[config.mk]
export PLATFORM = sky130hd
export DESIGN_NAME = spy_chain_sequencer
export DESIGN_NICKNAME = d
export VERILOG_FILES = /design/src/rtl/spy_seq_pkg.sv /design/src/rtl/spy_sync2.sv /design/src/rtl/spy_chain_sequencer.sv
export SDC_FILE = /design/constraint.sdc
export NUM_CORES = 1
export LEC_CHECK = 0
export BUFFER_PORTS_ARGS = -buffer_cell sky130_fd_sc_hd__buf_2
export CAP_MARGIN = 20
export CORE_MARGIN = 2
export CORE_UTILIZATION = 58
export DETAILED_ROUTE_END_ITERATION = 8
export PLACE_DENSITY = 0.82
export SLEW_MARGIN = 20
export SYNTH_ARGS = -nofsm -noshare
export SYNTH_HDL_FRONTEND = slang
export SYNTH_SLANG_ARGS = --single-unit
[constraint.sdc]
create_clock -name clk -period 5.4 [get_ports clk]
set_input_delay 0.27 -clock clk [delete_from_list [all_inputs] [get_ports clk]]
set_output_delay 0.27 -clock clk [all_outputs]
set_load 0.005 [all_outputs]
[src/rtl/spy_seq_pkg.sv]
// Shared types and constants for the spy delay-chain measurement sequencer.
package spy_seq_pkg;

   typedef enum logic [2:0] {
      IDLE   = 3'd0,
      LAUNCH = 3'd1,
      SETTLE = 3'd2,
      SAMPLE = 3'd3,
      DONE   = 3'd4
   } seqState_t;

   localparam int SPY_SETTLE_W_DEF = 8;
   localparam int SPY_TRIALS_W_DEF = 16;

   // Chain parity: 1 when the chain has an odd number of inverting stages.
   localparam bit SPY_P35_100_INVERTS = 1'b0;
   localparam bit SPY_ODD_INVERTS     = 1'b1;

   function automatic logic expectedSense(input logic drive, input logic inverts);
      return drive ^ inverts;
   endfunction

endpackage

[src/rtl/spy_sync2.sv]
// Two-flop synchronizer bringing the asynchronous chain output into the clk domain.
module spy_sync2 (
   input  logic clk,
   input  logic rst,
   input  logic d,
   output logic q
);
   logic syncMeta_r;
   logic syncOut_r;

   // Two-stage capture; both stages clear on reset.
   always_ff @(posedge clk or posedge rst) begin
      if (rst) begin
         syncMeta_r <= 1'b0;
         syncOut_r  <= 1'b0;
      end else begin
         syncMeta_r <= d;
         syncOut_r  <= syncMeta_r;
      end
   end

   assign q = syncOut_r;

endmodule

[src/rtl/spy_chain_sequencer.sv]
// Spy delay-chain sequencer: launches edges into the chain, waits a programmed
// settle window, samples the synchronized chain output and counts mismatches.
module spy_chain_sequencer
   import spy_seq_pkg::*;
#(
   parameter int SETTLE_W      = SPY_SETTLE_W_DEF,
   parameter int TRIALS_W      = SPY_TRIALS_W_DEF,
   parameter bit CHAIN_INVERTS = SPY_P35_100_INVERTS
) (
   input  logic                clk,
   input  logic                rst,
   input  logic                start,
   input  logic [SETTLE_W-1:0] settle_cycles,
   input  logic [TRIALS_W-1:0] num_trials,
   output logic                path_drive,
   input  logic                path_sense,
   output logic                busy,
   output logic                done,
   output logic [TRIALS_W-1:0] trial_count,
   output logic [TRIALS_W-1:0] err_count,
   output logic                last_sample
);
   localparam logic [SETTLE_W-1:0] SETTLE_ZERO = {SETTLE_W{1'b0}};
   localparam logic [SETTLE_W-1:0] SETTLE_ONE  = {{(SETTLE_W-1){1'b0}}, 1'b1};
   localparam logic [TRIALS_W-1:0] TRIALS_ZERO = {TRIALS_W{1'b0}};
   localparam logic [TRIALS_W-1:0] TRIALS_ONE  = {{(TRIALS_W-1){1'b0}}, 1'b1};

   seqState_t           state_r;
   seqState_t           stateNext_s;
   logic [SETTLE_W-1:0] settleLat_r;
   logic [SETTLE_W-1:0] settleCnt_r;
   logic [SETTLE_W-1:0] settleEff_s;
   logic [TRIALS_W-1:0] trialsLat_r;
   logic [TRIALS_W-1:0] trialCount_r;
   logic [TRIALS_W-1:0] trialInc_s;
   logic [TRIALS_W-1:0] errCount_r;
   logic                pathDrive_r;
   logic                busy_r;
   logic                done_r;
   logic                lastSample_r;
   logic                syncSense_s;
   logic                mismatch_s;

   spy_sync2 u_senseSync (
      .clk (clk),
      .rst (rst),
      .d   (path_sense),
      .q   (syncSense_s)
   );

   // A zero settle request still needs one settle cycle.
   assign settleEff_s = (settleLat_r == SETTLE_ZERO) ? SETTLE_ONE : settleLat_r;
   assign trialInc_s  = trialCount_r + TRIALS_ONE;
   assign mismatch_s  = (syncSense_s != expectedSense(pathDrive_r, CHAIN_INVERTS));

   // State register.
   always_ff @(posedge clk or posedge rst) begin
      if (rst) begin
         state_r <= IDLE;
      end else begin
         state_r <= stateNext_s;
      end
   end

   // Next-state decode.
   always_comb begin
      stateNext_s = state_r;
      case (state_r)
         IDLE: begin
            if (start) begin
               stateNext_s = (num_trials == TRIALS_ZERO) ? DONE : LAUNCH;
            end else begin
               stateNext_s = IDLE;
            end
         end
         LAUNCH: stateNext_s = SETTLE;
         SETTLE: begin
            if (settleCnt_r == SETTLE_ONE) begin
               stateNext_s = SAMPLE;
            end else begin
               stateNext_s = SETTLE;
            end
         end
         SAMPLE: begin
            if (trialInc_s == trialsLat_r) begin
               stateNext_s = DONE;
            end else begin
               stateNext_s = LAUNCH;
            end
         end
         DONE:    stateNext_s = IDLE;
         default: stateNext_s = IDLE;
      endcase
   end

   // Datapath: latches, settle counter, chain drive, result counters and status flags.
   always_ff @(posedge clk or posedge rst) begin
      if (rst) begin
         settleLat_r  <= SETTLE_ZERO;
         settleCnt_r  <= SETTLE_ZERO;
         trialsLat_r  <= TRIALS_ZERO;
         trialCount_r <= TRIALS_ZERO;
         errCount_r   <= TRIALS_ZERO;
         pathDrive_r  <= 1'b0;
         busy_r       <= 1'b0;
         done_r       <= 1'b0;
         lastSample_r <= 1'b0;
      end else begin
         busy_r <= (stateNext_s != IDLE);
         done_r <= (stateNext_s == DONE);
         case (state_r)
            IDLE: begin
               if (start) begin
                  settleLat_r  <= settle_cycles;
                  trialsLat_r  <= num_trials;
                  trialCount_r <= TRIALS_ZERO;
                  errCount_r   <= TRIALS_ZERO;
               end
            end
            LAUNCH: begin
               pathDrive_r <= ~pathDrive_r;
               settleCnt_r <= settleEff_s;
            end
            SETTLE: settleCnt_r <= settleCnt_r - SETTLE_ONE;
            SAMPLE: begin
               lastSample_r <= syncSense_s;
               trialCount_r <= trialInc_s;
               // Saturate rather than wrap so a long failing run never reads as clean.
               if (mismatch_s && !(&errCount_r)) begin
                  errCount_r <= errCount_r + TRIALS_ONE;
               end
            end
            default: begin
               settleCnt_r <= settleCnt_r;
            end
         endcase
      end
   end

   assign path_drive  = pathDrive_r;
   assign busy        = busy_r;
   assign done        = done_r;
   assign trial_count = trialCount_r;
   assign err_count   = errCount_r;
   assign last_sample = lastSample_r;

endmodule

==> run_results.csv, run 1 <==
group,metric,value,unit
status,status,"complete, but fails checks",
status,violations,"design-rule violations",
logic_synthesis,ys_ff_latch,73,
logic_synthesis,syn_avg_cell_area,8.94,sq um
floorplan,initial_core_util,60.6,%
drt,wl_met2,4.43,mm
drt,drt-met1-wl,3.98,mm
global_route,grt_max_degree,74,
setup_path,crit_chain,"ha_1, o21ba_2, a221o_1, a221oi_1, and4_1, nand4_1, a221o_1",
setup_path,cp_max_fo,8,
logic_synthesis,ys_types,53,
logic_synthesis,synthTopCellsByArea,"dfrtp_1 (47%), nand2_1 (11%), xor2_1 (4.3%), o21ai_0 (3.9%), xnor2_1 (3.4%)",
drt,drc,5,
setup_path,crit_type,"reg -> reg",
placed_design,io_buffers,63,
sta,drv_slew,0,
setup_path,cp_slowest_stage_delay,460,ps
clock_network,clk_path_buf_depth,2,
clock_network,cts_buffers,9,
final_layout,syn_to_final_growth,15.3,%
placed_design,post-place-ws,2950,ps
clock_network,cts_resized,0,
logic_synthesis,ys_async_sr_fraction,100,%
global_route,grt_pass1_vias,3217,
global_route,gr-total-overflow,0,
sta,finalHoldViolCount,0,
setup_path,crit_path_end_kind,"flop",
floorplan,dieArea,0.00738,sq mm
sta,layout_setup_ws,2920,ps
logic_synthesis,yosysTopAreaCellShare,47.0,%
sta,fmax,403,MHz
final_layout,instances_no_fill,572,
logic_synthesis,ys.flop_type,"dfrtp_1",
final_layout,num_antenna_cells,0,
floorplan,core_area,0.00642,sq mm
setup_path,cp_data_arrival_time,2700,ps
floorplan,design.portCount,64,
sta,grt_setup_unrepaired,"no",
drt,ant_nets,0,
clock_network,ctsHoldBuffers,0,
pwr,leakage,2.17,nW
sta,final.setup.tns,0,ps
drt,avgViaCountPerCell,5.91,
sta,min_period,2480,ps
floorplan,fp.dieH,85.9,um
clock_network,path_clk_slew,80,ps
drt,wl_per_cell,15.7,um
final_layout,drive_gt1_share,18.6,%
setup_path,worst_setup_path_start_kind,"flop",
logic_synthesis,synthAdderAreaFrac,1.29,%
placed_design,dp.cells,557,
logic_synthesis,synth_area,0.00389,sq mm
sta,slew_headroom,33.1,%
drt,postRouteWirelength,8.98,mm
setup_path,crit_family,"compound AO/OA/AOI/OAI gates",
global_route,grt_usage,26.0,%
run,maxCapViolCount,0,
pwr,total_power,0.00203,W
clock_network,htreeDepth,3,
logic_synthesis,seq_area_frac_synth,47.0,%
clock_network,cts_setup_buffers,0,
logic_synthesis,synthesis.nets,467,
logic_synthesis,synth_simple_gate_area_share,27.6,%
setup_path,cp_num_buf_inv,0,
sta,timing.final.crit_share,45.9,%
setup_path,slowest_stage,"dfrtp_1",
setup_path,crit_top_cell,"a221o_1",
floorplan,rows,29,
clock_network,numClockSinks,73,
drt,drt_iter0_markers,214,
logic_synthesis,synth_edf_count,0,
global_route,antenna_found_initial,0,
clock_network,clock_latency,350,ps
logic_synthesis,synth-xor-area-share,7.66,%
logic_synthesis,yosys.area.top_type,"dfrtp_1",
drt,vias,3379,
clock_network,cts_tree,"built",
logic_synthesis,yosysWarnings,0,
placed_design,place_hpwl,6.20,mm
sta,worst_pin_slew,1000,ps
sta,setup_viol_count_final,0,
clock_network,ctsRootBufferMaster,"clkbuf_8",
global_route,grt_pass1_wl,15.3,mm
logic_synthesis,synthCells,435,
drt,routed.top_layer,"met4",
drt,drtPass1Iterations,8,
pwr,pwr_density_cell,454,mW/mm^2
drt,wl_met3,417,um
pwr,vdd_drop_max,281,uV
setup_path,crit_required,5620,ps
logic_synthesis,synth_compound_area_share,12.6,%
worst_hold_path,min_path_type,"in -> reg",
floorplan,die_w,85.9,um
logic_synthesis,synthMuxAreaShare,0.772,%
placed_design,globalplace.congestion,0.963,
sta,skew,11.6,ps
final_layout,nNetsFinal,523,
logic_synthesis,synth_top_family_by_area,"simple AND/OR/NAND/NOR gates",
## path summary, 6_finish.rpt
path / from / to / slack [ps] / cells past startpoint
worst max-delay path: trial_count[0]$_DFFE_PP0P_ / state_r[0]$_DFF_PP0_ / 2920 / 7
worst max register to register: trial_count[0]$_DFFE_PP0P_ / state_r[0]$_DFF_PP0_ / 2920 / 7
max in group asynchronous: rst / settleLat_r[4]$_DFFE_PP0P_ / 4640 / 3
min in group asynchronous: rst / trialsLat_r[7]$_DFFE_PP0P_ / 200 / 3
worst min-delay path: path_sense / u_senseSync.syncMeta_r$_DFF_PP0_ / 30 / 1
worst min register to register: u_senseSync.syncMeta_r$_DFF_PP0_ / u_senseSync.q$_DFF_PP0_ / 350 / 0
## power breakdown
part | internal [W] | switching, W | total (W)
Sequential | 0.000702 | 0.000157 | 0.000859
Clock | 0.000305 | 0.000202 | 0.000507
Combinational | 0.000279 | 0.000390 | 0.000669
Total | 0.00129 | 0.000749 | 0.00203
## state kept, by name (all words and copies together) (netlist names)
name	flops
settleLat_r	8
trialsLat_r	16
u_senseSync.syncMeta_r	1
busy	1
u_senseSync.q	1
settleCnt_r	8
last_sample	1
done	1
state_r	3
err_count	16
path_drive	1
trial_count	16
## routing by layer
layer / global-route usage (%) / vias to the layer above
met1: 35.2 / 1640
met2: 42.3 / 89
li1: - / 1634
met5: 0 / -
met4: 8.80 / 0
met3: 4.81 / 16
## through the flow
stage          utilization (%)  hold WS, ps  instance area, sq um
6_report                  69.8         26.9                  4480
5_1_grt                   69.8         24.3                  4480
4_1_cts                   69.8         22.9                  4480
3_5_place_dp              66.2          336                  4250
3_3_place_gp              66.0          336                  4240
2_1_floorplan                -          301                  3890
## area by class of cell
| class | count | area (sq um) |
|---|---|---|
| repair buffers | 66 | 345 |
| well taps | 77 | 96.3 |
| fillers | 500 | 1940 |
| flip-flops and latches | 73 | 1830 |
| clock buffers | 10 | 128 |
| inverters | 9 | 33.8 |
| clock inverters | 5 | 105 |
| multi-input cells | 332 | 1950 |
## layout by cell type (no fill, tap or decap), drive strengths merged, types with 6 or more instances in the layout
master and count:
clkbuf 10, a21oi 13, nand3 15, nand4 12, nor2 33, nand2 111, buf 66, inv 9
and4 6, o21ai 30, nor4 9, xor2 19, dfrtp 73, xnor2 15
## kinds of logic (layout without fill, tap and decap cells)
| kind of cell | count (synthesis) | after routing |
|---|---|---|
| buf+inv | 30 | 90 |
| compound gates | 76 | 76 |
| simple gates | 215 | 215 |
| xor+xnor | 34 | 34 |
| fa+ha+maj | 4 | 4 |
| flops | 73 | 73 |
| mux | 3 | 3 |
## synthesized netlist by cell type (all sizes together) (4+ instances only)
cell and number:
and4 6, clkbuf 14, a31oi 4, o22ai 5, dfrtp 73, buf 7, nor3 5, inv 9
nand4 12, nor2 33, xnor2 15, nor4 9, ha 4, nand2 111, xor2 19, a21oi 13
nand3 15, o21ai 30
## worst reg2reg max path, cell delays in order, from the launching register on
cell      delay [ps]
dfrtp_1          460
ha_1             330
o21ba_2          240
a221o_1          350
a221oi_1         230
and4_1           220
nand4_1          160
a221o_1          380
Power figures use the tool's default switching activity.
==> run 2: changes to the inputs <==
--- a/config.mk
+++ b/config.mk
@@ -5,12 +5,13 @@
 export SDC_FILE = /design/constraint.sdc
 export NUM_CORES = 1
 export LEC_CHECK = 0
+export ABC_AREA = 1
 export BUFFER_PORTS_ARGS = -buffer_cell sky130_fd_sc_hd__buf_2
 export CAP_MARGIN = 20
 export CORE_MARGIN = 2
-export CORE_UTILIZATION = 58
+export CORE_UTILIZATION = 52
 export DETAILED_ROUTE_END_ITERATION = 8
-export PLACE_DENSITY = 0.82
+export PLACE_DENSITY = 0.77
 export SLEW_MARGIN = 20
 export SYNTH_ARGS = -nofsm -noshare
 export SYNTH_HDL_FRONTEND = slang
==> constraint.sdc (replaced) <==
create_clock -name clk -period 2 [get_ports clk]
set_input_delay 0.1 -clock clk [delete_from_list [all_inputs] [get_ports clk]]
set_output_delay 0.1 -clock clk [all_outputs]
set_load 0.005 [all_outputs]
==> run 2 against run 1 <==
Against the previous run: the flow now finishes without violations; clock power increased by 120%; largest cell class unchanged; clock skew down 3.9 ps; fmax rose by 27%; worst hold slack lost 21 ps; critical path depth is 4 higher; combinational power grew to 3.6 times the previous value; cell count is 37% higher; critical endpoint is now state_r[2]$_DFF_PP0_; core utilization fell by 2.8 points; register-to-register slack worse by 2900 ps; sequential share of layout area is 5.8 points lower; final area grew 17%; routed wire length rose by 25%.
==> run_results.csv, run 2 <==
group,metric,value,unit
worst_hold_path,min_path_type,"in -> reg",
sta,timing.final.crit_share,97.2,%
pwr,leakage,2.63,nW
logic_synthesis,ys_ff_latch,73,
global_route,grt_pass1_vias,4119,
logic_synthesis,synthMuxAreaShare,0,%
floorplan,rows,32,
run,maxCapViolCount,0,
logic_synthesis,ys.flop_type,"dfrtp_1",
clock_network,clk_path_buf_depth,2,
floorplan,fp.dieH,94.5,um
global_route,grt_usage,26.7,%
logic_synthesis,synth_most_common_cell,"nand2_1",
clock_network,ctsRootBufferMaster,"clkbuf_8",
placed_design,io_buffers,63,
setup_path,crit_top_cell,"nand2_1",
setup_path,crit_chain,"ha_4, nand2_2, nor2_4, nand3_1, nand2_1, nand2_1, nand2_1, nand4_1, nor3_2, nand3b_1, o21ai_2",
setup_path,crit_required,2290,ps
setup_path,reg2reg_to,"state_r[2]$_DFF_PP0_",
logic_synthesis,syn_avg_cell_area,7.35,sq um
floorplan,core_area,0.00785,sq mm
final_layout,syn_to_final_growth,23.5,%
drt,drtPass1Iterations,5,
setup_path,crit_path_end_kind,"flop",
setup_path,worst_setup_path_start_kind,"flop",
drt,postRouteWirelength,11.3,mm
sta,final.setup.tns,0,ps
logic_synthesis,synth_compound_area_share,10.4,%
floorplan,design.portCount,64,
clock_network,cts_tree,"built",
logic_synthesis,synthTopCellsByCount,"nand2_1 (167), inv_1 (82), dfrtp_1 (73)",
logic_synthesis,yosysTopAreaCellShare,42.9,%
placed_design,dp.cells,752,
global_route,antenna_found_initial,0,
logic_synthesis,synth-xor-area-share,2.20,%
placed_design,globalplace.congestion,0.973,
logic_synthesis,ys_types,39,
final_layout,nFillCells,717,
sta,finalHoldViolCount,0,
final_layout,drive_gt1_share,25.1,%
setup_path,cp_slowest_stage_delay,420,ps
drt,ant_nets,0,
setup_path,cp_data_arrival_time,2240,ps
clock_network,cts_buffers,9,
drt,drc,0,
setup_path,worstSetupEndpoint,"state_r[2]$_DFF_PP0_",
sta,drv_slew,0,
logic_synthesis,synthesis.nets,611,
setup_path,slowest_stage,"dfrtp_1",
setup_path,crit_type,"reg -> reg",
pwr,vdd_drop_max,551,uV
final_layout,seq_area,0.00184,sq mm
logic_synthesis,ys_async_sr_fraction,100,%
status,status,"complete, no violations",
sta,setup_viol_count_final,0,
sta,worst_pin_slew,560,ps
logic_synthesis,synthCells,579,
sta,fmax,514,MHz
drt,vias,4210,
drt,drt_iter0_markers,242,
final_layout,nNetsFinal,709,
setup_path,cp_max_fo,8,
clock_network,clock_latency,360,ps
logic_synthesis,yosys.area.top_type,"dfrtp_1",
global_route,gr-total-overflow,0,
setup_path,r2r_cells,11,
worst_hold_path,min_from,"num_trials[1]",
sta,skew,7.62,ps
pwr,pwr_density_cell,1100,mW/mm^2
floorplan,initial_core_util,54.2,%
sta,min_period,1940,ps
logic_synthesis,synth_top_family_by_area,"simple AND/OR/NAND/NOR gates",
sta,whs,6.08,ps
placed_design,place_hpwl,8.10,mm
setup_path,r2r_start,"trial_count[1]$_DFFE_PP0P_",
sta,slew_headroom,62.6,%
drt,avgViaCountPerCell,5.37,
logic_synthesis,synth_edf_count,0,
clock_network,htreeDepth,3,
clock_network,path_clk_slew,90,ps
floorplan,die_w,94.5,um
final_layout,instances_no_fill,784,
setup_path,reg2reg_slack,60,ps
sta,grt_setup_unrepaired,"yes",
drt,wl_per_cell,14.3,um
logic_synthesis,synthAdderAreaFrac,1.18,%
clock_network,numClockSinks,73,
logic_synthesis,synthTopCellsByArea,"dfrtp_1 (43%), nand2_1 (15%), inv_1 (7.2%), nand3_1 (5.3%), o21ai_0 (5.2%)",
final_layout,layout_commonest_cell,"nand2_1",
logic_synthesis,synth_area,0.00426,sq mm
floorplan,dieArea,0.00893,sq mm
final_layout,multiInputGateArea,0.00214,sq mm
final_layout,num_antenna_cells,0,
final_layout,final_cell_mix,"nand2_1 (159), inv_1 (81), dfrtp_1 (66), buf_2 (63), o21ai_0 (43)",
logic_synthesis,seq_area_frac_synth,42.9,%
global_route,grt_pass1_wl,18.6,mm
setup_path,cp-startpoint,"trial_count[1]$_DFFE_PP0P_",
logic_synthesis,yosysWarnings,0,
logic_synthesis,synth_simple_gate_area_share,34.2,%
global_route,grt_max_degree,51,
## run 2: cell types whose count changed after synthesis, sizes merged, moves of 7 or more
cell	change
o21ai	+18
nand2	+65
xor2	-13
nor2	+20
xnor2	-13
inv	+77
clkbuf	-7
nand3	+33
nor3	+8
## run 2: cells by family (layout without fill, tap and decap cells)
kind of cell | after synthesis | count (layout)
xor gates and xnor gates | 9 | 9
adders and majority gates | 4 | 4
DFF | 73 | 73
AOI/OAI and AO/OA | 77 | 77
and+or+nand+nor | 317 | 317
buffers and inverters | 99 | 202
## run 2: worst max-delay path, delay by kind of cell, from the launching register on
kind	cells	cell delay, ps
DFF	1	420
adders and majority gates	1	180
and+or+nand+nor	9	1110
AOI/OAI and AO/OA	1	160
## run 2: worst min path at each step
stage / endpoint / slack (ps) / cells past startpoint
2_1_floorplan: u_senseSync.syncMeta_r$_DFF_PP0_ / 130 / 0
3_3_place_gp: u_senseSync.syncMeta_r$_DFF_PP0_ / 180 / 2
3_5_place_dp: u_senseSync.syncMeta_r$_DFF_PP0_ / 190 / 2
4_1_cts: trialsLat_r[1]$_DFFE_PP0P_ / 2 / 3
5_1_grt: trialsLat_r[14]$_DFFE_PP0P_ / 4 / 3
6_report: trialsLat_r[1]$_DFFE_PP0P_ / 6 / 3
## run 2: timing repair
action | 4_1_cts | 5_1_grt
gates resized for setup | 0 | 37
setup buffers | 0 | 6
setup endpoints to repair | 0 | 12
endpoints found under the hold margin | 31 | 0
hold buffers | 10 | 0
## run 2: layout make-up
cell class                      instances  area share (%)
Clock buffer                            9            2.36
Clock inverter                          7            1.17
Tap cell                              102            2.43
Timing Repair Buffer                   98            12.1
Sequential cell                        73            34.9
Inverter                               88            6.28
Multi-Input combinational cell        407            40.8
## run 2: metrics by stage
| step | instance area, sq um | util, % | worst slack, ps | power, W |
|---|---|---|---|---|
| 2_1_floorplan | 4260 | - | 46.7 | 0.00380 |
| 3_3_place_gp | 4810 | 61.3 | 108 | 0.00443 |
| 3_5_place_dp | 4810 | 61.3 | 100 | 0.00452 |
| 4_1_cts | 5100 | 64.9 | 86.4 | 0.00566 |
| 6_report | 5260 | 67.0 | 55.0 | 0.00578 |
| 5_1_grt | 5260 | 67.0 | -75.6 | 0.00624 |
## run 2: where the power goes
group / internal, W / switching, W / leakage [nW] / total, W
Sequential: 0.00188 / 0.000360 / 0.940 / 0.00224
Combinational: 0.000963 / 0.00145 / 1.60 / 0.00241
Clock: 0.000474 / 0.000652 / 0.0888 / 0.00113
## run 2: routing by layer
layer,track usage [%],up-vias,wire (um)
li1,-,2065,-
met1,33.6,1983,4830
met2,44.8,133,5620
met3,6.15,29,571
met4,10.4,0,225
met5,0,-,0
==> run 3: changes to the inputs <==
--- a/config.mk
+++ b/config.mk
@@ -8,7 +8,6 @@
 export ABC_AREA = 1
 export BUFFER_PORTS_ARGS = -buffer_cell sky130_fd_sc_hd__buf_2
 export CAP_MARGIN = 20
-export CORE_MARGIN = 2
 export CORE_UTILIZATION = 52
 export DETAILED_ROUTE_END_ITERATION = 8
 export PLACE_DENSITY = 0.77
==> run 3 against run 2 <==
Against the previous run: non-clock buffer count is 2 higher; cell count is 0.26% higher; routed wire length down 3.8%; combinational power about the same; core utilization is 0.90 points higher; final area up 0.83%; sequential share of layout area down 0.26 points; clock skew up 4.3 ps; fmax is 1.3% higher; critical path depth increased by 3; die area is 4.2% lower; largest power group unchanged; highest routed layer unchanged.
==> run_results.csv, run 3 (synthesized netlist as in run 2, its figures left out) <==
group,metric,value,unit
status,status,"complete, no violations",
setup_path,cp_slowest_stage_delay,420,ps
clock_network,numClockSinks,73,
clock_network,clock_latency,370,ps
global_route,grt_pass1_wl,17.9,mm
clock_network,cts_tree,"built",
setup_path,crit_chain,"ha_4, nand2_4, nor2_4, nand2_1, nand3b_1, nand2_1, nor2_1, nand2_1, nor2_1, nand3_1, nand2_1, nand2_2, nor2_2, nand2_1",
clock_network,clk_path_buf_depth,2,
pwr,pwr_density_cell,1100,mW/mm^2
final_layout,seq_area,0.00184,sq mm
final_layout,nNetsFinal,711,
clock_network,path_clk_slew,80,ps
clock_network,htreeDepth,3,
floorplan,design.portCount,64,
setup_path,crit_top_cell,"nand2_1",
sta,slew_headroom,53.8,%
floorplan,rows,32,
setup_path,cp_data_arrival_time,2180,ps
sta,finalHoldViolCount,0,
setup_path,r2r_cells,14,
final_layout,layout_commonest_cell,"nand2_1",
setup_path,crit_path_end_kind,"flop",
setup_path,reg2reg_to,"busy$_DFF_PP0_",
setup_path,crit_family,"simple AND/OR/NAND/NOR gates",
pwr,vdd_drop_max,778,uV
placed_design,dp.cells,749,
setup_path,crit_required,2260,ps
floorplan,initial_core_util,54.5,%
global_route,gr-total-overflow,0,
worst_hold_path,hold_depth,3,
sta,setup_viol_count_final,0,
final_layout,final_cell_mix,"nand2_1 (157), inv_1 (79), dfrtp_1 (65), buf_2 (63), o21ai_0 (43)",
floorplan,die_w,92.5,um
setup_path,reg2reg_slack,80,ps
floorplan,dieArea,0.00855,sq mm
clock_network,ctsRootBufferMaster,"clkbuf_8",
sta,min_period,1920,ps
final_layout,drive_gt1_share,25.0,%
setup_path,cp_num_buf_inv,0,
clock_network,cts_buffers,9,
placed_design,place_hpwl,7.85,mm
setup_path,cp-startpoint,"trial_count[1]$_DFFE_PP0P_",
drt,ant_nets,0,
final_layout,multiInputGateArea,0.00215,sq mm
worst_hold_path,min_from,"num_trials[14]",
setup_path,r2r_start,"trial_count[1]$_DFFE_PP0P_",
global_route,grt_max_degree,51,
final_layout,syn_to_final_growth,24.5,%
global_route,antenna_found_initial,0,
setup_path,slowest_stage,"dfrtp_2",
final_layout,num_antenna_cells,0,
drt,vias,4168,
placed_design,io_buffers,63,
drt,wl_per_cell,13.8,um
sta,drv_slew,0,
drt,avgViaCountPerCell,5.30,
floorplan,core_area,0.00781,sq mm
worst_hold_path,min_path_type,"in -> reg",
run,maxCapViolCount,0,
setup_path,crit_type,"reg -> reg",
sta,worst_pin_slew,691,ps
sta,skew,11.9,ps
sta,grt_setup_unrepaired,"yes",
floorplan,fp.dieH,92.5,um
pwr,total_power,0.00586,W
final_layout,nFillCells,670,
placed_design,globalplace.congestion,0.926,
pwr,leakage,2.66,nW
global_route,grt_pass1_vias,3948,
worst_hold_path,min_to,"trialsLat_r[14]$_DFFE_PP0P_",
drt,drc,0,
final_layout,instances_no_fill,786,
global_route,grt_usage,27.1,%
setup_path,worst_setup_path_start_kind,"flop",
setup_path,cp_max_fo,8,
sta,fmax,521,MHz
drt,drtPass1Iterations,5,
drt,postRouteWirelength,10.8,mm
drt,drt_iter0_markers,226,
sta,timing.final.crit_share,96.0,%
[run 3: changes by cell type in the layout (fill, tap and decap cells not counted), sizes merged]
cell / delta
dlygate4sd3: +1
clkbuf: +1
bufinv: +1
inv: -3
clkinv: +1
buf: +1
[run 3: final cells by class]
class | instances | share of cell area [%]
Clock buffer | 10 | 2.41
Clock inverter | 6 | 1.27
Inverter | 88 | 6.23
Multi-Input combinational cell | 407 | 40.6
Sequential cell | 73 | 34.7
Tap cell | 102 | 2.41
Timing Repair Buffer | 100 | 12.4
[run 3: worst register-to-register path, delay by kind of cell (launching register included)]
family / cells / cell delay, ps
DFF: 1 / 420
adders and majority gates: 1 / 180
and+or+nand+nor: 13 / 1220
[run 3: power breakdown]
part	total [W]	switching, W	internal, W
Combinational	0.00243	0.00144	0.000987
Sequential	0.00226	0.000372	0.00189
Clock	0.00117	0.000589	0.000580
Total	0.00586	0.00240	0.00345
[run 3: stage by stage]
step / utilization (%) / cell area [sq um] / hold slack, ps / worst slack (ps) / TNS (ps)
floorplan: - / 4260 / 131 / 46.7 / 0
global placement: 61.3 / 4790 / 210 / 105 / 0
detailed placement: 61.3 / 4790 / 209 / 6.76 / 0
CTS: 65.3 / 5090 / 1.12 / 17.0 / 0
global route: 67.9 / 5300 / 15.9 / -103 / -166
finish: 67.9 / 5300 / 13.9 / 79.5 / 0
[run 3: what timing repair did]
action	in CTS	in global routing
setup buffers	0	10
setup endpoints to repair	1	7
hold buffers	11	0
resized for setup	1	39
hold endpoints to repair	38	0
pin swaps	0	14
[run 3: worst max-delay path by stage]
stage / end / slack (ps) / cells after the start
floorplan: busy$_DFF_PP0_ / 50 / 1
global placement: done$_DFF_PP0_ / 100 / 12
detailed placement: state_r[2]$_DFF_PP0_ / 7 / 11
CTS: state_r[2]$_DFF_PP0_ / 20 / 12
global route: busy$_DFF_PP0_ / -100 / 14
finish: busy$_DFF_PP0_ / 80 / 14
[run 3: per-layer routing]
metal  share of wire, %  up-vias  GRT usage (%)
met5                  0        -              0
met4                2.7        0           13.3
met3                5.1       25           4.43
met2                 49      141           45.2
met1                 43     1933           34.3
li1                   -     2069              -
